$ cat config.mk
export PLATFORM = sky130hd
export DESIGN_NAME = weight_ram_ctrl
export DESIGN_NICKNAME = d
export VERILOG_FILES = /design/src/rtl/weight_ram_pkg.sv /design/src/rtl/weight_read_seq.sv /design/src/rtl/weight_ram_ctrl.sv
export SDC_FILE = /design/constraint.sdc
export NUM_CORES = 1
export LEC_CHECK = 0
export ABC_AREA = 1
export BUFFER_PORTS_ARGS = -buffer_cell sky130_fd_sc_hd__buf_2
export CORE_AREA = 2 2 139 141
export CTS_CLUSTER_DIAMETER = 40
export DETAILED_ROUTE_END_ITERATION = 6
export DIE_AREA = 0 0 141 143
export SLEW_MARGIN = 20
export SYNTH_ARGS = -nofsm -noshare
export SYNTH_HDL_FRONTEND = slang
export SYNTH_SLANG_ARGS = --single-unit
$ cat constraint.sdc
create_clock -name clk -period 2.79 [get_ports clk]
set_clock_uncertainty 0.1 [all_clocks]
set_input_delay 0.4185 -clock clk [delete_from_list [all_inputs] [get_ports clk]]
set_output_delay 0.4185 -clock clk [all_outputs]
set_load 0.01 [all_outputs]
$ cat src/rtl/weight_ram_pkg.sv
// Shared constants, state encoding and config clamping for the float16 weight RAM controller.
package weight_ram_pkg;

    localparam int unsigned DATA_WIDTH              = 16;
    localparam int unsigned KERNEL_SIZE_MAX         = 3;
    localparam int unsigned WEIGHT_RAM_MAX          = 1152;
    localparam int unsigned WEIGHT_WRITE_ADDR_WIDTH = 7;
    localparam int unsigned WEIGHT_READ_ADDR_WIDTH  = 11;

    localparam int unsigned KS_SQ_MAX          = KERNEL_SIZE_MAX * KERNEL_SIZE_MAX;
    localparam int unsigned SLICE_MAX          = WEIGHT_RAM_MAX / KS_SQ_MAX;
    localparam int unsigned SLICE_DATA_WIDTH   = KS_SQ_MAX * DATA_WIDTH;
    localparam int unsigned NUM_SLICES_WIDTH   = WEIGHT_WRITE_ADDR_WIDTH + 1;
    localparam int unsigned KS_WIDTH           = 4;
    localparam int unsigned ELEM_WIDTH         = 4;

    typedef enum logic [1:0] {
        ST_IDLE = 2'd0,
        ST_LOAD = 2'd1,
        ST_READ = 2'd2
    } state_e;

    // Out-of-range kernel edges fall back to the largest supported kernel.
    function automatic logic [KS_WIDTH-1:0] clamp_ks(input logic [KS_WIDTH-1:0] ks);
        if ((ks == '0) || (ks > KS_WIDTH'(KERNEL_SIZE_MAX))) begin
            return KS_WIDTH'(KERNEL_SIZE_MAX);
        end
        return ks;
    endfunction

    function automatic logic [NUM_SLICES_WIDTH-1:0] clamp_num_slices(
        input logic [NUM_SLICES_WIDTH-1:0] n
    );
        if (n > NUM_SLICES_WIDTH'(SLICE_MAX)) begin
            return NUM_SLICES_WIDTH'(SLICE_MAX);
        end
        return n;
    endfunction

endpackage

$ cat src/rtl/weight_read_seq.sv
// Read-side address sequencer: slice/elem counters, one-cycle RAM latency tracking
// and a one-entry skid register so backpressure never loses or repeats a weight.
module weight_read_seq
    import weight_ram_pkg::*;
(
    input  logic                              clk,
    input  logic                              rst,
    input  logic                              start_i,
    input  logic [KS_WIDTH-1:0]               ks_i,
    input  logic [NUM_SLICES_WIDTH-1:0]       num_slices_i,
    input  logic                              out_ready_i,
    input  logic [DATA_WIDTH-1:0]             ram_dout_i,
    output logic [WEIGHT_READ_ADDR_WIDTH-1:0] ram_addr_read_o,
    output logic                              out_valid_o,
    output logic [DATA_WIDTH-1:0]             out_data_o,
    output logic                              out_last_o,
    output logic                              done_o
);

    logic                               active_q, active_d;
    logic                               pend_q, pend_d;
    logic [WEIGHT_READ_ADDR_WIDTH-1:0]  addr_q, addr_d;
    logic [WEIGHT_READ_ADDR_WIDTH-1:0]  base_q, base_d;
    logic [WEIGHT_WRITE_ADDR_WIDTH-1:0] slice_q, slice_d;
    logic [ELEM_WIDTH-1:0]              elem_q, elem_d;
    logic                               rd_valid_q, rd_valid_d;
    logic                               rd_last_q, rd_last_d;
    logic                               skid_valid_q, skid_valid_d;
    logic                               skid_last_q, skid_last_d;
    logic [DATA_WIDTH-1:0]              skid_data_q, skid_data_d;

    logic [ELEM_WIDTH-1:0] ks_sq;
    logic                  elem_last;
    logic                  slice_last;
    logic                  addr_is_last;
    logic                  accept;
    logic                  rd_leaves;
    logic                  rd_stays;
    logic                  skid_capture;
    logic                  advance;

    assign ks_sq        = ELEM_WIDTH'(ks_i * ks_i);
    assign elem_last    = (elem_q == (ks_sq - ELEM_WIDTH'(1)));
    assign slice_last   = ({1'b0, slice_q} == (num_slices_i - NUM_SLICES_WIDTH'(1)));
    assign addr_is_last = elem_last & slice_last;

    assign ram_addr_read_o = addr_q;
    assign out_valid_o     = skid_valid_q | rd_valid_q;
    assign out_data_o      = skid_valid_q ? skid_data_q : ram_dout_i;
    assign out_last_o      = skid_valid_q ? skid_last_q : rd_last_q;
    assign accept          = out_valid_o & out_ready_i;
    assign done_o          = accept & out_last_o;

    // pend_q marks the first cycle an address is presented; a held address re-reads
    // the same word, so RAM dout stays stable while the skid register is occupied.
    always_comb begin
        active_d     = active_q;
        pend_d       = 1'b0;
        addr_d       = addr_q;
        base_d       = base_q;
        slice_d      = slice_q;
        elem_d       = elem_q;
        skid_data_d  = skid_data_q;
        skid_last_d  = skid_last_q;

        rd_leaves    = rd_valid_q & ~skid_valid_q;
        rd_stays     = rd_valid_q & skid_valid_q;
        skid_capture = rd_leaves & ~out_ready_i;

        skid_valid_d = skid_valid_q ? ~accept : skid_capture;
        if (skid_capture) begin
            skid_data_d = ram_dout_i;
            skid_last_d = rd_last_q;
        end

        rd_valid_d = rd_stays | pend_q;
        rd_last_d  = rd_stays ? rd_last_q : addr_is_last;

        advance = active_q & ~addr_is_last & ~skid_valid_d;
        if (advance) begin
            pend_d = 1'b1;
            if (elem_last) begin
                elem_d  = '0;
                slice_d = slice_q + WEIGHT_WRITE_ADDR_WIDTH'(1);
                base_d  = base_q + WEIGHT_READ_ADDR_WIDTH'(KS_SQ_MAX);
                addr_d  = base_q + WEIGHT_READ_ADDR_WIDTH'(KS_SQ_MAX);
            end else begin
                elem_d = elem_q + ELEM_WIDTH'(1);
                addr_d = addr_q + WEIGHT_READ_ADDR_WIDTH'(1);
            end
        end

        if (done_o) begin
            active_d     = 1'b0;
            pend_d       = 1'b0;
            rd_valid_d   = 1'b0;
            skid_valid_d = 1'b0;
        end

        if (start_i) begin
            active_d     = 1'b1;
            pend_d       = 1'b1;
            addr_d       = '0;
            base_d       = '0;
            slice_d      = '0;
            elem_d       = '0;
            rd_valid_d   = 1'b0;
            skid_valid_d = 1'b0;
        end
    end

    always_ff @(posedge clk) begin
        if (rst) begin
            active_q     <= 1'b0;
            pend_q       <= 1'b0;
            addr_q       <= '0;
            base_q       <= '0;
            slice_q      <= '0;
            elem_q       <= '0;
            rd_valid_q   <= 1'b0;
            rd_last_q    <= 1'b0;
            skid_valid_q <= 1'b0;
            skid_last_q  <= 1'b0;
            skid_data_q  <= '0;
        end else begin
            active_q     <= active_d;
            pend_q       <= pend_d;
            addr_q       <= addr_d;
            base_q       <= base_d;
            slice_q      <= slice_d;
            elem_q       <= elem_d;
            rd_valid_q   <= rd_valid_d;
            rd_last_q    <= rd_last_d;
            skid_valid_q <= skid_valid_d;
            skid_last_q  <= skid_last_d;
            skid_data_q  <= skid_data_d;
        end
    end

endmodule

$ cat src/rtl/weight_ram_ctrl.sv
// Owner of the shared weight RAM port: loads kernel slices (one per cycle) and
// streams stored weights back to the conv datapath, never both at once.
module weight_ram_ctrl
    import weight_ram_pkg::*;
(
    input  logic                                clk,
    input  logic                                rst,
    input  logic [KS_WIDTH-1:0]                 cfg_ks,
    input  logic [NUM_SLICES_WIDTH-1:0]         cfg_num_slices,
    input  logic                                start_load,
    input  logic                                start_read,
    input  logic                                in_valid,
    output logic                                in_ready,
    input  logic [SLICE_DATA_WIDTH-1:0]         in_data,
    output logic                                out_valid,
    input  logic                                out_ready,
    output logic [DATA_WIDTH-1:0]               out_data,
    output logic                                out_last,
    output logic                                busy,
    output logic                                load_done,
    output logic                                read_done,
    output logic                                ram_ena_wr,
    output logic [WEIGHT_WRITE_ADDR_WIDTH-1:0]  ram_addr_write,
    output logic [SLICE_DATA_WIDTH-1:0]         ram_din,
    output logic [WEIGHT_READ_ADDR_WIDTH-1:0]   ram_addr_read,
    input  logic [DATA_WIDTH-1:0]               ram_dout
);

    state_e state_q, state_d;

    logic [KS_WIDTH-1:0]                ks_q;
    logic [NUM_SLICES_WIDTH-1:0]        num_slices_q;
    logic [WEIGHT_WRITE_ADDR_WIDTH-1:0] wr_cnt_q;
    logic                               load_done_q;
    logic                               read_done_q;

    logic [KS_WIDTH-1:0]         ks_clamp;
    logic [NUM_SLICES_WIDTH-1:0] ns_clamp;
    logic                        idle;
    logic                        go_load;
    logic                        go_read;
    logic                        ns_zero;
    logic                        wr_beat;
    logic                        wr_last;
    logic                        seq_start;
    logic                        seq_done;

    assign ks_clamp  = clamp_ks(cfg_ks);
    assign ns_clamp  = clamp_num_slices(cfg_num_slices);
    assign idle      = (state_q == ST_IDLE);
    // LOAD wins a same-cycle collision; start_read is simply dropped.
    assign go_load   = idle & start_load;
    assign go_read   = idle & start_read & ~start_load;
    assign ns_zero   = (ns_clamp == '0);
    assign wr_beat   = (state_q == ST_LOAD) & in_valid;
    assign wr_last   = ({1'b0, wr_cnt_q} == (num_slices_q - NUM_SLICES_WIDTH'(1)));
    assign seq_start = go_read & ~ns_zero;

    assign busy           = ~idle;
    assign load_done      = load_done_q;
    assign read_done      = read_done_q;
    assign ram_din        = in_data;
    assign ram_addr_write = wr_cnt_q;

    always_ff @(posedge clk) begin
        if (rst) begin
            state_q <= ST_IDLE;
        end else begin
            state_q <= state_d;
        end
    end

    always_comb begin
        state_d = state_q;
        case (state_q)
            ST_IDLE: begin
                if (go_load && !ns_zero) begin
                    state_d = ST_LOAD;
                end else if (seq_start) begin
                    state_d = ST_READ;
                end
            end
            ST_LOAD: begin
                if (wr_beat && wr_last) begin
                    state_d = ST_IDLE;
                end
            end
            ST_READ: begin
                if (seq_done) begin
                    state_d = ST_IDLE;
                end
            end
            default: state_d = ST_IDLE;
        endcase
    end

    always_comb begin
        in_ready   = 1'b0;
        ram_ena_wr = 1'b0;
        if (state_q == ST_LOAD) begin
            in_ready   = 1'b1;
            ram_ena_wr = in_valid;
        end
    end

    always_ff @(posedge clk) begin
        if (rst) begin
            ks_q         <= '0;
            num_slices_q <= '0;
            wr_cnt_q     <= '0;
            load_done_q  <= 1'b0;
            read_done_q  <= 1'b0;
        end else begin
            load_done_q <= (go_load & ns_zero) | (wr_beat & wr_last);
            read_done_q <= (go_read & ns_zero) | ((state_q == ST_READ) & seq_done);
            if (go_load || go_read) begin
                ks_q         <= ks_clamp;
                num_slices_q <= ns_clamp;
            end
            if (go_load) begin
                wr_cnt_q <= '0;
            end else if (wr_beat) begin
                wr_cnt_q <= wr_cnt_q + WEIGHT_WRITE_ADDR_WIDTH'(1);
            end
        end
    end

    weight_read_seq u_read_seq (
        .clk             (clk),
        .rst             (rst),
        .start_i         (seq_start),
        .ks_i            (ks_q),
        .num_slices_i    (num_slices_q),
        .out_ready_i     (out_ready),
        .ram_dout_i      (ram_dout),
        .ram_addr_read_o (ram_addr_read),
        .out_valid_o     (out_valid),
        .out_data_o      (out_data),
        .out_last_o      (out_last),
        .done_o          (seq_done)
    );

endmodule
==> reports/results.txt, run 1 <==
status -> finished clean
Clock Latency Late Sink -> 0.35 ns
share of cells above drive strength 1 -> 0.178
Final Util -> 0.283
syn_nets -> 990
CP Class -> reg2reg
Worst R2R Path Depth -> 13
post-CTS setup buffers -> 0
Pleak -> 2.31 nW
sequential share of the synthesized area -> 0.281
vias in the first global route -> 4023
RR Startpoint -> num_slices_q[0]
WL final -> 12.8 mm
Setup crit end -> u_read_seq.ram_addr_read_o[7]
r2r setup slk -> 0.40 ns
max_cap viols -> 0
Arr. time, crit path -> 2.51 ns
die width -> 141 um
DRC -> 0
antenna violations before repair -> 1
reg2reg end -> u_read_seq.ram_addr_read_o[7]
maximum number of pins on one net before global-route repair -> 36
remaining antenna violation count -> 0
min Tclk post-route -> 2.39 ns
final global-route overflow total -> 0
hold_buf cts -> 0
worst hold slack -> 0.195 ns
Root Driver -> clkbuf_16
Max clock buf depth -> 2
first drt pass iteration count -> 4
CTS buffer count -> 9
Post-layout nets -> 911
syn avg cell area -> 6.79 um2
Critical Path Slowest Stage Cell -> dfxtp_1
stages on the worst setup path -> 13
CP Capture Type -> flop
post-route insts no fill -> 967
async set-reset flop share out of synthesis -> 0
Most used DFF post-synth -> dfxtp_1
# rows -> 50
starting density of the core -> 0.295
Top Ports -> 363
VDD IR-drop max -> 0.265 mV
final setup vio count -> 0
CP Max Fanout -> 21
crit path from -> num_slices_q[0]
via count -> 4390
Post-synth EDFFs -> 0
setup TNS -> 0 ns
fmax -> 0.418 GHz
placed cells -> 950
Slew Limit Fails -> 0
GP Congestion -> 0.801
Syn Inst Count -> 806
initial DRC count -> 220
H-tree levels -> 3
Synth-to-Final Area Change -> -3.95%
crit-path most repeated cell -> nand2_1
Post-DP Area -> 0.00497 mm2
number of synthesized register bits -> 77
Crit path largest cell delay -> 0.33 ns
area of the die -> 0.0202 mm2
critical path's top delay family -> simple AND/OR/NAND/NOR gates
Final Cycle Share -> 0.858
crit path buf inv count -> 1
Die Height -> 143 um
Slew headroom -> 0.313
Layout Cell Area excl Fill -> 0.00526 mm2
Mapped Area -> 0.00548 mm2
wire length per cell -> 13.2 um
Data required, critical path -> 2.90 ns
RSZ-0062 raised after global routing -> no
Total GRT Usage -> 0.127
Post-CTS Resized -> 0
Power Density -> 538 mW/mm2
CTS tree -> done
final hold viol count -> 0
I/O Buffers -> 74
crit path launch type -> flop
Num Clock Sinks -> 77
fill cell count -> 2035
hpwl dp -> 9.64 mm
crit path cell chain -> inv_2, ha_1, nand3_1, o21ai_1, nand2_1, nand2_1, nand2_1, nor2_4, nand2_4, nand2_2, nand2_1, o21ai_0, nor2_1
Core Area -> 0.0186 mm2
YS warnings -> 0
Cell variety after synth -> 37
Worst Hold Class -> in2reg
first-pass GRT wire length -> 20.3 mm
Vias/cell -> 4.54
worst slew pin tran -> 1.03 ns
clock-pin slew on the worst setup and hold paths -> 0.07 ns
how the worst min path moves through the flow:
stage                         startpoint                   endpoint  slack [ns]  cells after the start
2_1_floorplan  u_read_seq.skid_data_q[0]  u_read_seq.skid_data_q[0]        0.32                      2
3_3_place_gp   u_read_seq.skid_data_q[3]  u_read_seq.skid_data_q[3]        0.33                      2
3_5_place_dp   u_read_seq.skid_data_q[5]  u_read_seq.skid_data_q[5]        0.34                      2
4_1_cts                        cfg_ks[0]                    ks_q[1]        0.19                      2
5_1_grt                        cfg_ks[0]                    ks_q[1]        0.20                      2
6_report                       cfg_ks[0]                    ks_q[1]        0.19                      2
cells in the final DEF, fill, tap and decap left out, drive strengths merged, types with 3 or more instances in the layout:
cell type and count:
xor2 21, a211oi 6, or2 5, nand4 23, buf 79, ha 6, dfxtp 77, a21oi 50
nand3 35, inv 104, nand3b 3, nor3 7, clkbuf 9, nand2 162, nor2 73, o21ai 57
power by group:
group	internal, mW	switching [mW]
sequential	1.14	0.0435
combinational	0.172	0.311
clock	0.625	0.539
total	1.94	0.893
flip-flops by register name, indices dropped and copies added, names as in the netlist, 2 cells and up:
register                    flops
u_read_seq.base_q              11
u_read_seq.ram_addr_read_o     11
ks_q                            3
num_slices_q                    8
u_read_seq.skid_data_q         16
ram_addr_write                  7
state_q                         2
u_read_seq.elem_q               4
u_read_seq.slice_q              7
cell families after synthesis:
group / after synthesis / share of synthesized area
AO/OA/AOI/OAI: 119 / 0.118
buffers and inverters: 268 / 0.289
multiplexers: 1 / 0.00183
AND/OR/NAND/NOR: 312 / 0.259
adder cells (fa/ha/maj): 6 / 0.0137
XOR/XNOR: 23 / 0.0368
flip-flops: 77 / 0.281
synth_stat cells, drive strengths merged (2+ instances only):
cell      n  area share
nand2   162        0.12
buf     155        0.21
inv      99       0.068
dfxtp    77        0.28
nor2     73       0.058
o21ai    57       0.052
a21oi    50       0.050
nand3    35       0.036
nand4    23       0.029
xor2     21       0.034
clkbuf   14      0.0096
nor3      7      0.0064
a211oi    6      0.0082
ha        6       0.014
or2       5      0.0057
nand3b    3      0.0041
a31oi     2      0.0023
a41oi     2      0.0032
nor3b     2      0.0027
nor4      2      0.0023
xnor2     2      0.0032
routing by layer:
| metal | GRT usage | up-vias | share of wire |
|---|---|---|---|
| met5 | 0 | - | 0 |
| met4 | 0.0605 | 0 | 0.034 |
| met3 | 0.0604 | 43 | 0.094 |
| met2 | 0.192 | 156 | 0.44 |
| met1 | 0.152 | 1930 | 0.43 |
| li1 | - | 2261 | - |
metrics by stage:
stage	power [mW]	worst slack (ns)
5_1_grt	3.00	0.177
6_report	2.83	0.396
2_1_floorplan	1.77	0.813
3_3_place_gp	1.69	0.472
4_1_cts	2.87	0.399
3_5_place_dp	1.70	0.393
layout make-up:
type / count / area [um2] / share of cell area
antenna: 1 / 2.50 / 0.000476
clock buffer: 9 / 225 / 0.0428
clock inverter: 7 / 63.8 / 0.0121
inverter: 99 / 372 / 0.0706
multi-input combinational: 461 / 2350 / 0.448
sequential: 77 / 1540 / 0.293
tap: 234 / 293 / 0.0557
timing repair buffer: 79 / 408 / 0.0775
(Power assumes the default switching activity.)
==> run 2, diff against run 1 <==
--- a/constraint.sdc
+++ b/constraint.sdc
@@ -3,3 +3,3 @@
 set_input_delay 0.4185 -clock clk [delete_from_list [all_inputs] [get_ports clk]]
 set_output_delay 0.4185 -clock clk [all_outputs]
-set_load 0.01 [all_outputs]
+set_load 0.1 [all_outputs]
==> run 2 against run 1 <==
Compared with the run above:
- critical path depth down 9
- utilization about the same
- sequential power about the same
- critical endpoint is now out_last
- register-to-register slack better by 0.09 ns
- clock power down 4%
- non-clock buffer count up 1
- sequential share of layout area about the same
- setup slack better by 0.060 ns
- critical path type is now reg2out
==> reports/results.txt, run 2 (synthesized netlist as in run 1, its figures left out) <==
total power -> 2.99 mW
remaining antenna violation count -> 0
max_cap viols -> 0
# rows -> 50
Data required, critical path -> 2.27 ns
CTS buffer count -> 9
area of the die -> 0.0202 mm2
post-CTS setup buffers -> 0
placed cells -> 951
vias in the first global route -> 4061
CP Class -> reg2out
Crit path largest cell delay -> 0.49 ns
antenna fix cells -> 0
Final Cycle Share -> 0.837
crit path cell chain -> inv_2, nand2_1, o21ai_1, buf_2
first drt pass iteration count -> 4
Worst Hold Class -> in2reg
Final Util -> 0.283
final global-route overflow total -> 0
DRC -> 0
hold_buf cts -> 0
share of cells above drive strength 1 -> 0.180
WL final -> 12.9 mm
Layout Cell Area excl Fill -> 0.00526 mm2
Final WS setup -> 0.456 ns
antenna violations before repair -> 0
Slew headroom -> 0.536
status -> finished clean
initial DRC count -> 224
Vias/cell -> 4.53
via count -> 4383
most frequent cells in the layout -> nand2_1, inv_1, dfxtp_1, buf_2, nor2_1
Critical Path Slowest Stage Cell -> buf_2
Top reg by flops -> u_read_seq.skid_data_q
post-route insts no fill -> 967
crit path launch type -> flop
Clock Latency Late Sink -> 0.34 ns
final setup vio count -> 0
Num Clock Sinks -> 77
crit path buf inv count -> 2
Arr. time, crit path -> 1.82 ns
Core Area -> 0.0186 mm2
most common cell after layout, fill and taps aside -> nand2_1
setup TNS -> 0 ns
Die Height -> 143 um
Top Ports -> 363
CP Max Fanout -> 35
starting density of the core -> 0.295
Pleak -> 2.31 nW
max FFs per register -> 16
I/O Buffers -> 74
clock-pin slew on the worst setup and hold paths -> 0.06 ns
pre-CTS setup slack -> 0.470 ns
Total GRT Usage -> 0.130
Slew Limit Fails -> 0
CP Capture Type -> primary output
VDD IR-drop max -> 0.222 mV
worst hold slack -> 0.197 ns
Root Driver -> clkbuf_16
RSZ-0062 raised after global routing -> no
critical path's top delay family -> buffers and inverters
hpwl dp -> 9.87 mm
Power Density -> 569 mW/mm2
fmax -> 0.428 GHz
Max clock buf depth -> 2
final hold viol count -> 0
CTS tree -> done
first-pass GRT wire length -> 20.7 mm
Post-layout nets -> 912
die width -> 141 um
worst slew pin tran -> 0.696 ns
min Tclk post-route -> 2.33 ns
Synth-to-Final Area Change -> -3.98%
maximum number of pins on one net before global-route repair -> 36
wire length per cell -> 13.4 um
GP Congestion -> 0.812
Post-CTS Resized -> 0
Post-DP Area -> 0.00498 mm2
H-tree levels -> 3
run 2: routing by layer:
metal | vias up | global-route usage | wire (um)
li1 | 2253 | - | -
met1 | 1936 | 0.153 | 5570
met2 | 150 | 0.201 | 5700
met3 | 44 | 0.0496 | 1080
met4 | 0 | 0.0816 | 571
met5 | - | 0 | 0
run 2: layout make-up:
| class | count | area, um2 |
|---|---|---|
| Fill cell | 2062 | 13300 |
| Clock buffer | 9 | 225 |
| Multi-Input combinational cell | 461 | 2360 |
| Inverter | 99 | 372 |
| Clock inverter | 7 | 55.1 |
| Tap cell | 234 | 293 |
| Sequential cell | 77 | 1540 |
| Timing Repair Buffer | 80 | 415 |
run 2: worst paths after layout:
kind	start	to	slack (ns)	depth (start not counted)
worst min-delay path	cfg_ks[0]	ks_q[1]	0.20	2
worst max-delay path	u_read_seq.skid_valid_q	out_last	0.46	4
worst max register to register	num_slices_q[0]	u_read_seq.ram_addr_read_o[7]	0.49	13
worst min register to register	u_read_seq.skid_data_q[2]	u_read_seq.skid_data_q[2]	0.35	2
run 2: power breakdown:
group | total [mW] | leakage (nW) | internal [mW] | switching (mW)
clock network | 1.11 | 0.133 | 0.611 | 0.497
logic | 0.695 | 1.55 | 0.174 | 0.521
registers | 1.19 | 0.625 | 1.14 | 0.0451
